**src/rtl/countdown_pkg.sv**
```systemverilog
// Shared definitions for the two-digit BCD countdown controller:
// FSM state encoding, the decimal digit ceiling and a clamp helper.
package countdown_pkg;

  typedef enum logic [1:0] {
    ST_IDLE  = 2'd0,
    ST_RUN   = 2'd1,
    ST_PAUSE = 2'd2,
    ST_DONE  = 2'd3
  } state_t;

  localparam int BCD_MAX = 9;

  // Saturate a 4-bit preset to the highest legal value of its digit.
  function automatic logic [3:0] clamp_digit(input logic [3:0] value, input logic [3:0] max_value);
    return (value > max_value) ? max_value : value;
  endfunction

endpackage

```
**src/rtl/bcd_digit_down.sv**
```systemverilog
// One decade of a down-counter: synchronous load (clamped to DIGIT_MAX),
// decrement on enable, wraps 0 -> DIGIT_MAX and flags a borrow to the next
// digit in the same cycle the wrap happens.
module bcd_digit_down
  import countdown_pkg::*;
#(
  parameter int DIGIT_MAX = BCD_MAX
) (
  input  logic       clock_in,
  input  logic       reset,
  input  logic       load,
  input  logic [3:0] load_value,
  input  logic       enable,
  output logic [3:0] digit,
  output logic       borrow_out
);

  localparam logic [3:0] MAX_VALUE = 4'(DIGIT_MAX);

  // Borrow is taken by the next-higher digit on the same edge as our wrap.
  always_comb begin
    borrow_out = enable && (digit == 4'd0);
  end

  // Digit register: load beats decrement.
  always_ff @(posedge clock_in or negedge reset) begin
    if (!reset) begin
      digit <= 4'd0;
    end else if (load) begin
      digit <= clamp_digit(load_value, MAX_VALUE);
    end else if (enable) begin
      digit <= (digit == 4'd0) ? MAX_VALUE : digit - 4'd1;
    end
  end

endmodule

```
**src/rtl/countdown_cascade_ctrl.sv**
```systemverilog
// Two-digit BCD countdown with IDLE/RUN/PAUSE/DONE control. Counts down one
// step per tick while running, stops at 00 with a one-cycle done_pulse and
// holds end_condition high until the next load.
module countdown_cascade_ctrl
  import countdown_pkg::*;
#(
  parameter int TENS_MAX = 9
) (
  input  logic       clock_in,
  input  logic       reset,
  input  logic       tick,
  input  logic       load,
  input  logic       start,
  input  logic       pause,
  input  logic [3:0] preset_units,
  input  logic [3:0] preset_tens,
  output logic [3:0] units,
  output logic [3:0] tens,
  output logic       running,
  output logic       end_condition,
  output logic       done_pulse
);

  state_t state_reg;
  state_t state_next;
  logic   running_next;
  logic   end_next;
  logic   pulse_next;
  logic   count_en;
  logic   units_borrow;
  logic   tens_borrow;

  // Next-state and next-output decode. Commands are prioritised
  // load > start > pause; a start while already running is the winning
  // command but has no effect, so pause is dropped and a tick still counts.
  always_comb begin
    state_next   = state_reg;
    count_en     = 1'b0;
    running_next = 1'b0;
    end_next     = 1'b0;
    pulse_next   = 1'b0;

    if (load) begin
      state_next = ST_IDLE;
    end else if (start) begin
      case (state_reg)
        ST_IDLE:  state_next = (units == 4'd0 && tens == 4'd0) ? ST_DONE : ST_RUN;
        ST_PAUSE: state_next = ST_RUN;
        ST_RUN:   count_en   = tick;
        default:  state_next = state_reg;
      endcase
    end else if (state_reg == ST_RUN) begin
      if (pause) begin
        state_next = ST_PAUSE;
      end else begin
        count_en = tick;
      end
    end

    // A decrement from 01 lands on 00: finish on that same edge.
    if (count_en && tens == 4'd0 && units == 4'd1) begin
      state_next = ST_DONE;
    end

    running_next = (state_next == ST_RUN);
    end_next     = (state_next == ST_DONE);
    pulse_next   = (state_next == ST_DONE) && (state_reg != ST_DONE);
  end

  // State and flag registers.
  always_ff @(posedge clock_in or negedge reset) begin
    if (!reset) begin
      state_reg     <= ST_IDLE;
      running       <= 1'b0;
      end_condition <= 1'b0;
      done_pulse    <= 1'b0;
    end else begin
      state_reg     <= state_next;
      running       <= running_next;
      end_condition <= end_next;
      done_pulse    <= pulse_next;
    end
  end

  bcd_digit_down #(.DIGIT_MAX(BCD_MAX)) u_units (
    .clock_in   (clock_in),
    .reset      (reset),
    .load       (load),
    .load_value (preset_units),
    .enable     (count_en),
    .digit      (units),
    .borrow_out (units_borrow)
  );

  // Tens never wraps: the count stops at 00, so its borrow is unused.
  bcd_digit_down #(.DIGIT_MAX(TENS_MAX)) u_tens (
    .clock_in   (clock_in),
    .reset      (reset),
    .load       (load),
    .load_value (preset_tens),
    .enable     (units_borrow),
    .digit      (tens),
    .borrow_out (tens_borrow)
  );

  logic unused_ok;
  assign unused_ok = tens_borrow;

endmodule

```
**config.mk**
```make
export PLATFORM = sky130hd
export DESIGN_NAME = countdown_cascade_ctrl
export DESIGN_NICKNAME = d
export VERILOG_FILES = /design/src/rtl/countdown_pkg.sv /design/src/rtl/bcd_digit_down.sv /design/src/rtl/countdown_cascade_ctrl.sv
export SDC_FILE = /design/constraint.sdc
export NUM_CORES = 1
export LEC_CHECK = 0
export CORE_MARGIN = 1.5
export CORE_UTILIZATION = 46
export CTS_CLUSTER_DIAMETER = 30
export DETAILED_ROUTE_END_ITERATION = 16
export PLACE_DENSITY = 0.79
export SLEW_MARGIN = 30
export SYNTH_ARGS = -nofsm -noshare
export SYNTH_HDL_FRONTEND = slang
export SYNTH_SLANG_ARGS = --single-unit
export TNS_END_PERCENT = 20
```
**constraint.sdc**
```tcl
create_clock -name clock_in -period 3.11 [get_ports clock_in]
set_clock_uncertainty 0.15 [all_clocks]
set_input_delay 0.7775 -clock clock_in [delete_from_list [all_inputs] [get_ports clock_in]]
set_output_delay 0.7775 -clock clock_in [all_outputs]
set_load 0.02 [all_outputs]
```
==> Yosys cells after proc, flatten, opt, wreduce, memory -nomap -nowiden <==
Cells that the tools add are included.
{ "word_totals": {"out_inout_bits": 11, "regBits": 13, "in_bits": 14} }
{ "op_classes": {"n_lt_le_gt_ge": 2, "eq_ne": 6, "n_reduce_logical": 10, "addsub": 2, "muxes": 20} }
{ "ops": {"columns": ["op", "count"], "rows": [
  ["$mux W4", 8],
  ["$mux W2", 6],
  ["$gt A4 B4 Y1 const B", 2],
  ["$logic_not A4 Y1", 2],
  ["$sub A4 B1 Y4 const B", 2],
  ["$logic_and A1 B1 Y1", 5],
  ["$mux W1", 5],
  ["$eq A2 B1 Y1 const B", 2],
  ["$eq A2 B2 Y1 const B", 2],
  ["$eq A4 B1 Y1 const B", 1],
  ["$pmux W2 S2", 1],
  ["$reduce_bool A2 Y1", 2],
  ["$logic_not A2 Y1", 1],
  ["$ne A2 B2 Y1 const B", 1]
]} }

==> Logic depth before layout (Yosys ltp) <==
{ "depth": {"word_depth": 9, "ltp_mapped": 5, "depth_no_buf": 5} }

==> Hierarchy <==
From an unflattened synthesis, not the netlist that was laid out.
{ "unflattened": {"hier_cells": 76, "hier_area_um2": 784.5} }
{ "modules_own_cells": {"columns": ["module", "seq_area_each_um2", "area_per_inst_um2", "instances", "cells_each"], "rows": [
  ["bcd_digit_down", 100.1, 245.2, 2, 23],
  ["countdown_cascade_ctrl", 125.1, 294.0, 1, 30]
]} }

==> Worst setup path before layout <==
No wires, ideal clock.
{ "synth_path": {"path_kind": "reg2reg", "startpoint": "register u_tens.digit[1]", "endpoint": "register running", "period_less_slack_ps": 2173, "setup_slack_ps": 937, "setup_time_ps": 134, "path_stages_with_launch": 6, "t_arrival_ps": 1889, "path_buffers": 0, "path_cell_list": "dfrtp_1 > or4_4 > or4_1 > or3_4 > inv_2 > a2111oi_1"} }
{ "synth_via": {"elab_chain_len": 8, "elab_cells_between_ends": 10, "cone_classes": "eq/ne (1); mux (5); reduce/logical (4)"} }
{ "synth_lines": {"columns": ["item", "line_no", "text"], "rows": [
  ["from (decl)", "bcd_digit_down.sv:14", "output logic [3:0] digit,"],
  ["from (signal assigned)", "bcd_digit_down.sv:30", "digit <= clamp_digit(load_value, MAX_VALUE);"],
  ["from (signal assigned)", "bcd_digit_down.sv:32", "digit <= (digit == 4'd0) ? MAX_VALUE : digit - 4'd1;"],
  ["$logic_not A4 Y1 (*)", "countdown_cascade_ctrl.sv:47, countdown_cascade_ctrl.sv:61", null],
  ["$logic_and A1 B1 Y1", "countdown_cascade_ctrl.sv:47", "ST_IDLE: state_next = (units == 4'd0 && tens == 4'd0) ? ST_DONE : ST_RUN;"],
  ["$mux W2", "countdown_cascade_ctrl.sv:47", null],
  ["$pmux W2 S2", "countdown_cascade_ctrl.sv:46", "case (state_reg)"],
  ["$mux W2", "countdown_cascade_ctrl.sv:45", "end else if (start) begin"],
  ["$mux W2", "countdown_cascade_ctrl.sv:43", "if (load) begin"],
  ["$mux W2 (*)", "countdown_cascade_ctrl.sv:61", "if (count_en && tens == 4'd0 && units == 4'd1) begin"],
  ["$eq A2 B1 Y1 (*)", "countdown_cascade_ctrl.sv:65", "running_next = (state_next == ST_RUN);"],
  ["named net running_next", "countdown_cascade_ctrl.sv:26", "logic running_next;"],
  ["to (signal assigned)", "countdown_cascade_ctrl.sv:79", "running <= running_next;"],
  ["to (decl)", "countdown_cascade_ctrl.sv:19", "output logic running,"]
]} }
The timed path passes the listed nets; every way through them passes the cells marked *.
A chain may end at the register's enable or synchronous reset.

==> Worst setup path after layout <==
{ "layout_path": {"startpoint": "input port start", "endpoint": "register u_tens.digit[2]"} }
{ "layout_via": {"elab_chain_len": 4} }
{ "layout_lines": {"columns": ["item", "line_no", "text"], "rows": [
  ["from (decl)", "countdown_cascade_ctrl.sv:13", "input logic start,"],
  ["$mux W1", "countdown_cascade_ctrl.sv:45", null],
  ["$mux W1", "countdown_cascade_ctrl.sv:43", null],
  ["$logic_and A1 B1 Y1", "bcd_digit_down.sv:22", "borrow_out = enable && (digit == 4'd0);"],
  ["$reduce_bool A2 Y1 (no line)", null, null]
]} }
No other way between the ends.

==> results.txt <==
Status - finished clean
Synth area leaders - dfrtp_1, o21ai_0, nand2_1
FMAX - 0.426 GHz
Nature of the critical path endpoint - register
YS warnings - 0
Cells on worst reg2reg path - 5
Avg WL per Cell - 14.3 um
First-pass GRT wire length - 3020 um
WP data required - 3.10 ns
RR Startpoint - u_units.digit[2]
GRT Overall Usage - 22.9%
Leak pwr - 0.413 nW
Remaining routing DRC violations - 0
Setup_tns - 0 ns
Slew Limit Fails - 0
Initial antenna violation count - 0
Post-cts resize count - 0
TritonCTS Buffers - 3
CTS Root Cell - clkbuf_4
Setup repair after global routing missed its margin - no
Syn nets - 93
HPWL after DPL - 1320 um
Routed WL - 1760 um
Port Buf Inserts - 24
Fin crit share - 75.5%
Die ar. - 1810 um2
Starting Density - 48.4%
Worst slew pin tran - 0.593 ns
Die height - 42.6 um
Vias in the first global route - 676
Post-Syn Area - 721 um2
Power, Total - 415 uW
Cell area power density - 410 nW/um2
R2R Setup Slk - 0.96 ns
Synth cell types - 35
EDFF count, synth - 0
Clock buffer depth - 2
Final #Nets - 122
Worst setup SP type - primary input
H-tree Lvls - 1
Worst-path clk slew - 0.08 ns
Fin crit period - 2.35 ns
Horiz. Die Dim - 42.6 um
Critical path class - primary input to register
Sequence of cells on the critical path - clkdlybuf4s50_1, nor2b_1, or3_1, o311ai_0, o211ai_1
Syn Inst Count - 79
Max incr delay on CP - 0.56 ns
R2r endpoint - running
Largest net degree at the start of global routing - 15
# hold bufs at CTS - 0
Placement Cell Area - 985 um2
Count leader, synth - dfrtp_1
CTS tree - yes
Arrival @ worst endpoint - 2.34 ns
Largest area contributor in the netlist - dfrtp_1
Endpoints failing hold - 0
Filler cells - 116
Hold WC Path Type - register to register
Final Cell Area - 1010 um2
FP Rows - 14
Worst skew pair latency - 0.27 ns
Setup-failing EPs final - 0
Hold EP - running
DRT iter0 DRCs - 20
#FFs+latches synth - 13
Hold slack - 0.455 ns
Diode count - 0
Max cap viols - 0
Crit-path max FO - 6
Syn avg cell area - 9.12 um2
Hold wc startpoint - state_reg[0]
Sequential area share after synthesis - 45.1%
Core Area - 1490 um2
Worst VDD drop - 285 uV
Placer Congestion - 0.948
Setup Fix Bufs, Post-CTS - 0
Detail-routed via count per cell - 5.86
Hold path depth - 1
Total number of vias - 721
Initial DRT Pass Iterations - 4
Yosys top cell area share - 45.1%
Top cells by count, synth - dfrtp_1, nand2_1, nor2_1, o21ai_0
Detail Route Antenna Nets - 0
# IOs - 25
GR Overflow Total - 0
Layout cell share with drive strength beyond 1 - 8.41%
Worst path slowest cell - clkdlybuf4s50_1
Syn-to-layout area delta - 40.3%
Post-synth ARST share - 100%
CTS Sinks - 13
Slew HR - 60.3%
Ys flop type - dfrtp_1
-- power breakdown --
part / internal, mW / leakage (nW) / total [mW] / switching [mW]
logic: 0.0578 / 0.234 / 0.112 / 0.0538
registers: 0.183 / 0.164 / 0.202 / 0.0195
clock network: 0.0497 / 0.0150 / 0.101 / 0.0515
total: 0.290 / 0.413 / 0.415 / 0.125
-- cell families after synthesis --
kind of cell | after synthesis | synth area share (%)
flops | 13 | 45.1
mux | 2 | 2.78
compound gates | 26 | 23.8
buf+inv | 6 | 3.12
xor+xnor | 1 | 1.22
simple gates | 31 | 24.0
-- area by class of cell --
| cell class | instances | area [um2] | area share, % |
|---|---|---|---|
| clock buffer | 4 | 26.3 | 2.60 |
| sequential | 13 | 325 | 32.2 |
| multi-input combinational | 60 | 373 | 36.9 |
| timing repair buffer | 25 | 248 | 24.5 |
| inverter | 5 | 18.8 | 1.86 |
| tap | 16 | 20.0 | 1.98 |
-- through the flow --
stage / utilization [%] / worst slack (ns) / instances
final: 67.9 / 0.761 / 123
after global routing: 67.9 / 0.550 / 123
after CTS: 67.9 / 0.770 / 123
after detailed placement: 66.1 / 0.471 / 119
after global placement: 66.1 / 0.593 / 119
after floorplan: - / 0.937 / 79
-- worst max path at each step --
stage	slack [ns]	endpoint	start	cells past startpoint
6_report	0.76	u_tens.digit[2]	start	5
5_1_grt	0.55	u_tens.digit[2]	start	5
3_3_place_gp	0.59	u_tens.digit[2]	start	5
2_1_floorplan	0.94	running	u_tens.digit[1]	5
3_5_place_dp	0.47	u_tens.digit[2]	start	5
4_1_cts	0.77	u_tens.digit[2]	start	5
-- worst max-delay path, delay by kind of cell --
family | cells | cell delay, ns
buffers and inverters | 1 | 0.56
AOI/OAI and AO/OA | 2 | 0.47
and+or+nand+nor | 2 | 0.53
-- layer usage --
metal | vias up | routed length [um] | track usage [%]
li1 | 359 | - | -
met1 | 345 | 828 | 27.2
met2 | 15 | 861 | 38.5
met3 | 2 | 55 | 7.76
met4 | 0 | 17 | 7.50
met5 | - | 0 | 0
-- layout by cell type, fill, tap and decap left out, types with 2 or more instances in the layout --
cell type	synthesis	routed
nor3_1	3	3
a21oi_1	4	4
nor2b_1	2	2
dfrtp_1	13	13
nand2_1	7	7
mux2i_1	2	2
nor2_1	7	7
clkdlybuf4s50_1	0	24
a31oi_1	4	4
or4_1	2	2
inv_1	4	4
clkbuf_4	0	3
o21ai_0	7	7
No activity file was read; power rests on OpenSTA's default activity.
==> RTL edit 1, RTL diff (same settings) <==
The package constant `BCD_MAX` goes from 9 to 4.
--- a/src/rtl/countdown_pkg.sv
+++ b/src/rtl/countdown_pkg.sv
@@ -11,3 +11,3 @@
 
-  localparam int BCD_MAX = 9;
+  localparam int BCD_MAX = 4;
 
Formal check against the unedited RTL: not equivalent (a bounded check fails within 4 cycles, from zero or initial values and one cycle with reset low).
==> RTL edit 1 against the original RTL <==
Worst hold slack got worse by 0.0098 ns; design area down 2.1%; synthesized area down 2.1%; wire length down 9.1%; via count decreased by 9.4%; setup slack got worse by 0.076 ns; combinational power fell by 9%; sequential cell count unchanged; total power down 2.4%; largest power group unchanged.
==> RTL edit 1: results <==
{
  "drt-vias-per-instance": 5.68,
  "slowest_stage": "nor4b_1",
  "met2_length_um": 760,
  "m1WireLength_um": 753,
  "placed_area_um2": 963,
  "wl_per_cell_um": 13.9,
  "routed-wl-met3_um": 62,
  "p_leak_nw": 0.392,
  "ir_worst_vdd_uv": 299,
  "post-route-util": 0.724,
  "grt_pass1_vias": 610,
  "layout-drive-gt1-share": 0.0800,
  "synth-seq-area-share": 0.461,
  "n_fill_cell": 112,
  "grt_pass1_wl_mm": 2.65,
  "synth_cell_types": 32,
  "track_usage": 0.193,
  "dp_hpwl_mm": 1.23,
  "gp_congestion": 0.777,
  "vias": 653,
  "drt_iter0_drc": 18,
  "pre_cts_ws_ns": 0.404,
  "synthTopCellsByCount": "dfrtp_1, nor2_1, nor3_1, o21ai_0, nand2_1",
  "avgSynthCellArea_um2": 9.67,
  "placed_cells": 111,
  "grt_max_degree": 14,
  "synth_area_leaders": "dfrtp_1, nor2_1, nor3_1",
  "critPathArrivalTime_ns": 2.44,
  "max_slew.worst_pin.slew_ns": 0.592,
  "outcome": "finished, final reports clean",
  "synth_nets": 87,
  "synth-async-reset-ratio": 1.00,
  "final_nets": 115
}
-- RTL edit 1: changes by cell type in the layout (fill, tap and decap cells not counted), sizes merged, moves of 2 or more --
cell    change
a31oi       -4
inv         -4
nand2       -3
nand3       +2
nand3b      +2
nor3        +2
o211ai      +2
o21ai       -2
or3         -2
-- RTL edit 1: cell families (layout without fill, tap and decap cells) --
family / count (synthesis) / in the layout / share of synthesized area
xor+xnor: 1 / 1 / 0.0124
flops: 13 / 13 / 0.461
compound gates: 18 / 18 / 0.188
buf+inv: 3 / 30 / 0.0177
simple gates: 36 / 36 / 0.293
mux: 2 / 2 / 0.0284
-- RTL edit 1: where the power goes --
group	internal, mW	switching (mW)	leakage [nW]
clock network	0.0497	0.0585	0.0150
registers	0.180	0.0146	0.168
logic	0.0535	0.0485	0.209
total	0.283	0.122	0.392
-- RTL edit 1: area by class of cell --
type	instances	area share
inverters	1	0.00379
clock buffers	4	0.0265
well taps	15	0.0190
repair buffers	25	0.250
flip-flops and latches	13	0.329
multi-input cells	57	0.372
-- RTL edit 1: layer usage --
layer / vias up / GRT usage
li1: 329 / -
met2: 19 / 0.305
met5: - / 0
met1: 301 / 0.262
met4: 0 / 0.0875
met3: 4 / 0.0259
-- RTL edit 1: worst paths after layout --
| path | start | end | slack (ns) | depth (start not counted) |
|---|---|---|---|---|
| min reg2reg | u_tens.digit[1] | u_tens.digit[1] | 0.45 | 2 |
| max in group asynchronous | reset | u_units.digit[3] | 1.73 | 1 |
| min in group asynchronous | reset | state_reg[0] | 0.70 | 1 |
| max reg2reg | u_units.digit[1] | u_tens.digit[1] | 1.02 | 4 |
| max | tick | u_tens.digit[0] | 0.69 | 5 |
| min | u_tens.digit[1] | u_tens.digit[1] | 0.45 | 2 |
-- RTL edit 1: critical path, delay by kind of cell --
family | cells | cell delay (ns)
buf+inv | 1 | 0.50
simple gates | 2 | 0.66
compound gates | 2 | 0.50
==> RTL edit 2, RTL diff (same settings) <==
Without the edit above. Reset style: synchronous (`reset`), changed in 2 clocked blocks.
--- a/src/rtl/bcd_digit_down.sv
+++ b/src/rtl/bcd_digit_down.sv
@@ -25,3 +25,3 @@
   // Digit register: load beats decrement.
-  always_ff @(posedge clock_in or negedge reset) begin
+  always_ff @(posedge clock_in) begin
     if (!reset) begin
--- a/src/rtl/countdown_cascade_ctrl.sv
+++ b/src/rtl/countdown_cascade_ctrl.sv
@@ -70,3 +70,3 @@
   // State and flag registers.
-  always_ff @(posedge clock_in or negedge reset) begin
+  always_ff @(posedge clock_in) begin
     if (!reset) begin
Formal check against the unedited RTL: differs if reset is asserted again (counterexample within 4 cycles, from zero or initial values and one cycle with reset low); with reset held inactive, the same outputs for 10 cycles.
==> RTL edit 2 against the original RTL <==
Total power is 8.3% lower; global-route usage shrank 3.4 points; synthesized area fell by 5.0%; critical path depth shrank 1; sequential cell count is the same; wire length decreased by 5.1%; die area fell by 4.7%; design area down 4.1%; critical path type unchanged; largest cell class unchanged; core utilization increased by 3.9 points; setup slack improved by 0.012 ns; highest routed layer unchanged.
==> RTL edit 2: results <==
{
  "ctsResizeCount": 0,
  "gp_congestion": 0.803,
  "synth-seq-area-share": 0.380,
  "grt_pass1_wl_mm": 2.65,
  "wl_per_cell_um": 13.7,
  "cts_setup_buffers": 0,
  "routed-wl-met3_um": 85,
  "relSlewSlack": 0.677,
  "max_stage_delay_ns": 0.65,
  "track_usage": 0.195,
  "ys.flop_type": "dfxtp_1",
  "cp_max_fo": 8,
  "final_nets": 122,
  "synth_nets": 93,
  "p_leak_nw": 0.350,
  "drt_pass1_iterations": 4,
  "grt_pass1_vias": 616,
  "insertion_delay_ns": 0.28,
  "slowest_stage": "or4_2",
  "synth_area_leaders": "dfxtp_1, mux2i_1, nand2_1",
  "m1WireLength_um": 791,
  "top_layer": "met4",
  "ir_worst_vdd_uv": 375,
  "crit_family": "simple AND/OR/NAND/NOR gates",
  "ff2ff_setup_slack_ns": 1.32,
  "critPathArrivalTime_ns": 2.41,
  "root_buffer": "clkbuf_4",
  "drt_iter0_drc": 14,
  "yosysWarnings": 0,
  "clk_pin_slew_ns": 0.08,
  "io_buffers": 24,
  "ctsHtreeMaxLevel": 1,
  "pre_cts_ws_ns": 0.490,
  "cts.path.max_buffers": 2,
  "hp-class": "reg2reg",
  "dp_hpwl_mm": 1.33,
  "diodes": 0,
  "met2_length_um": 766,
  "synthTopCellsByCount": "dfxtp_1, nand2_1, nor2_1",
  "antenna_found_initial": 0,
  "synth_cell_types": 37,
  "synth-async-reset-ratio": 0,
  "outcome": "finished, final reports clean",
  "cts_made_buffers": 3,
  "placed_area_um2": 943,
  "final.setup.worst_slack_ns": 0.773,
  "layout-drive-gt1-share": 0.0561,
  "vias": 728,
  "grt_max_degree": 10
}
## RTL edit 2: per-layer routing
layer / global-route usage / up-vias
met1: 0.256 / 329
li1: - / 366
met4: 0.0581 / 0
met2: 0.313 / 29
met3: 0.0522 / 4
met5: 0 / -
## RTL edit 2: worst min-delay path: stages, from the launching register on
cell and delay, ns:
dfxtp_1 0.35, o211ai_1 0.10, nand3_1 0.08
## RTL edit 2: path summary, 6_finish.rpt
path | from | to | cells after the start
worst max-delay path | load | state_reg[1] | 4
worst min register to register | u_tens.digit[1] | u_tens.digit[1] | 2
worst min-delay path | u_tens.digit[1] | u_tens.digit[1] | 2
worst max register to register | u_tens.digit[0] | state_reg[1] | 4
## RTL edit 2: cell type report
class                      instances  area [um2]
multi-input combinational         65         420
fill                             109         380
sequential                        13         260
timing repair buffer              24         240
clock buffer                       4        26.3
tap                               15        18.8
inverter                           1        3.75
## RTL edit 2: kinds of logic (layout without fill, tap and decap cells)
kind of cell,after synthesis,in the layout,share of synthesized area
AND/OR/NAND/NOR,39,39,0.331
AO/OA/AOI/OAI,22,22,0.227
XOR/XNOR,1,1,0.0128
buffers and inverters,1,29,0.00548
flip-flops,13,13,0.380
multiplexers,3,3,0.0439
## RTL edit 2: where the power goes
part / switching, mW / internal (mW) / leakage [nW]
sequential: 0.0112 / 0.175 / 0.107
combinational: 0.0415 / 0.0462 / 0.228
clock: 0.0569 / 0.0498 / 0.0150
## RTL edit 2: per-stage QoR
step	utilization	cells	power [mW]	hold WS [ns]
after global routing	0.718	122	0.394	0.450
after CTS	0.718	122	0.380	0.425
after detailed placement	0.699	118	0.277	0.413
final	0.718	122	0.380	0.417
after global placement	0.699	118	0.276	0.391
after floorplan	-	79	0.233	0.428
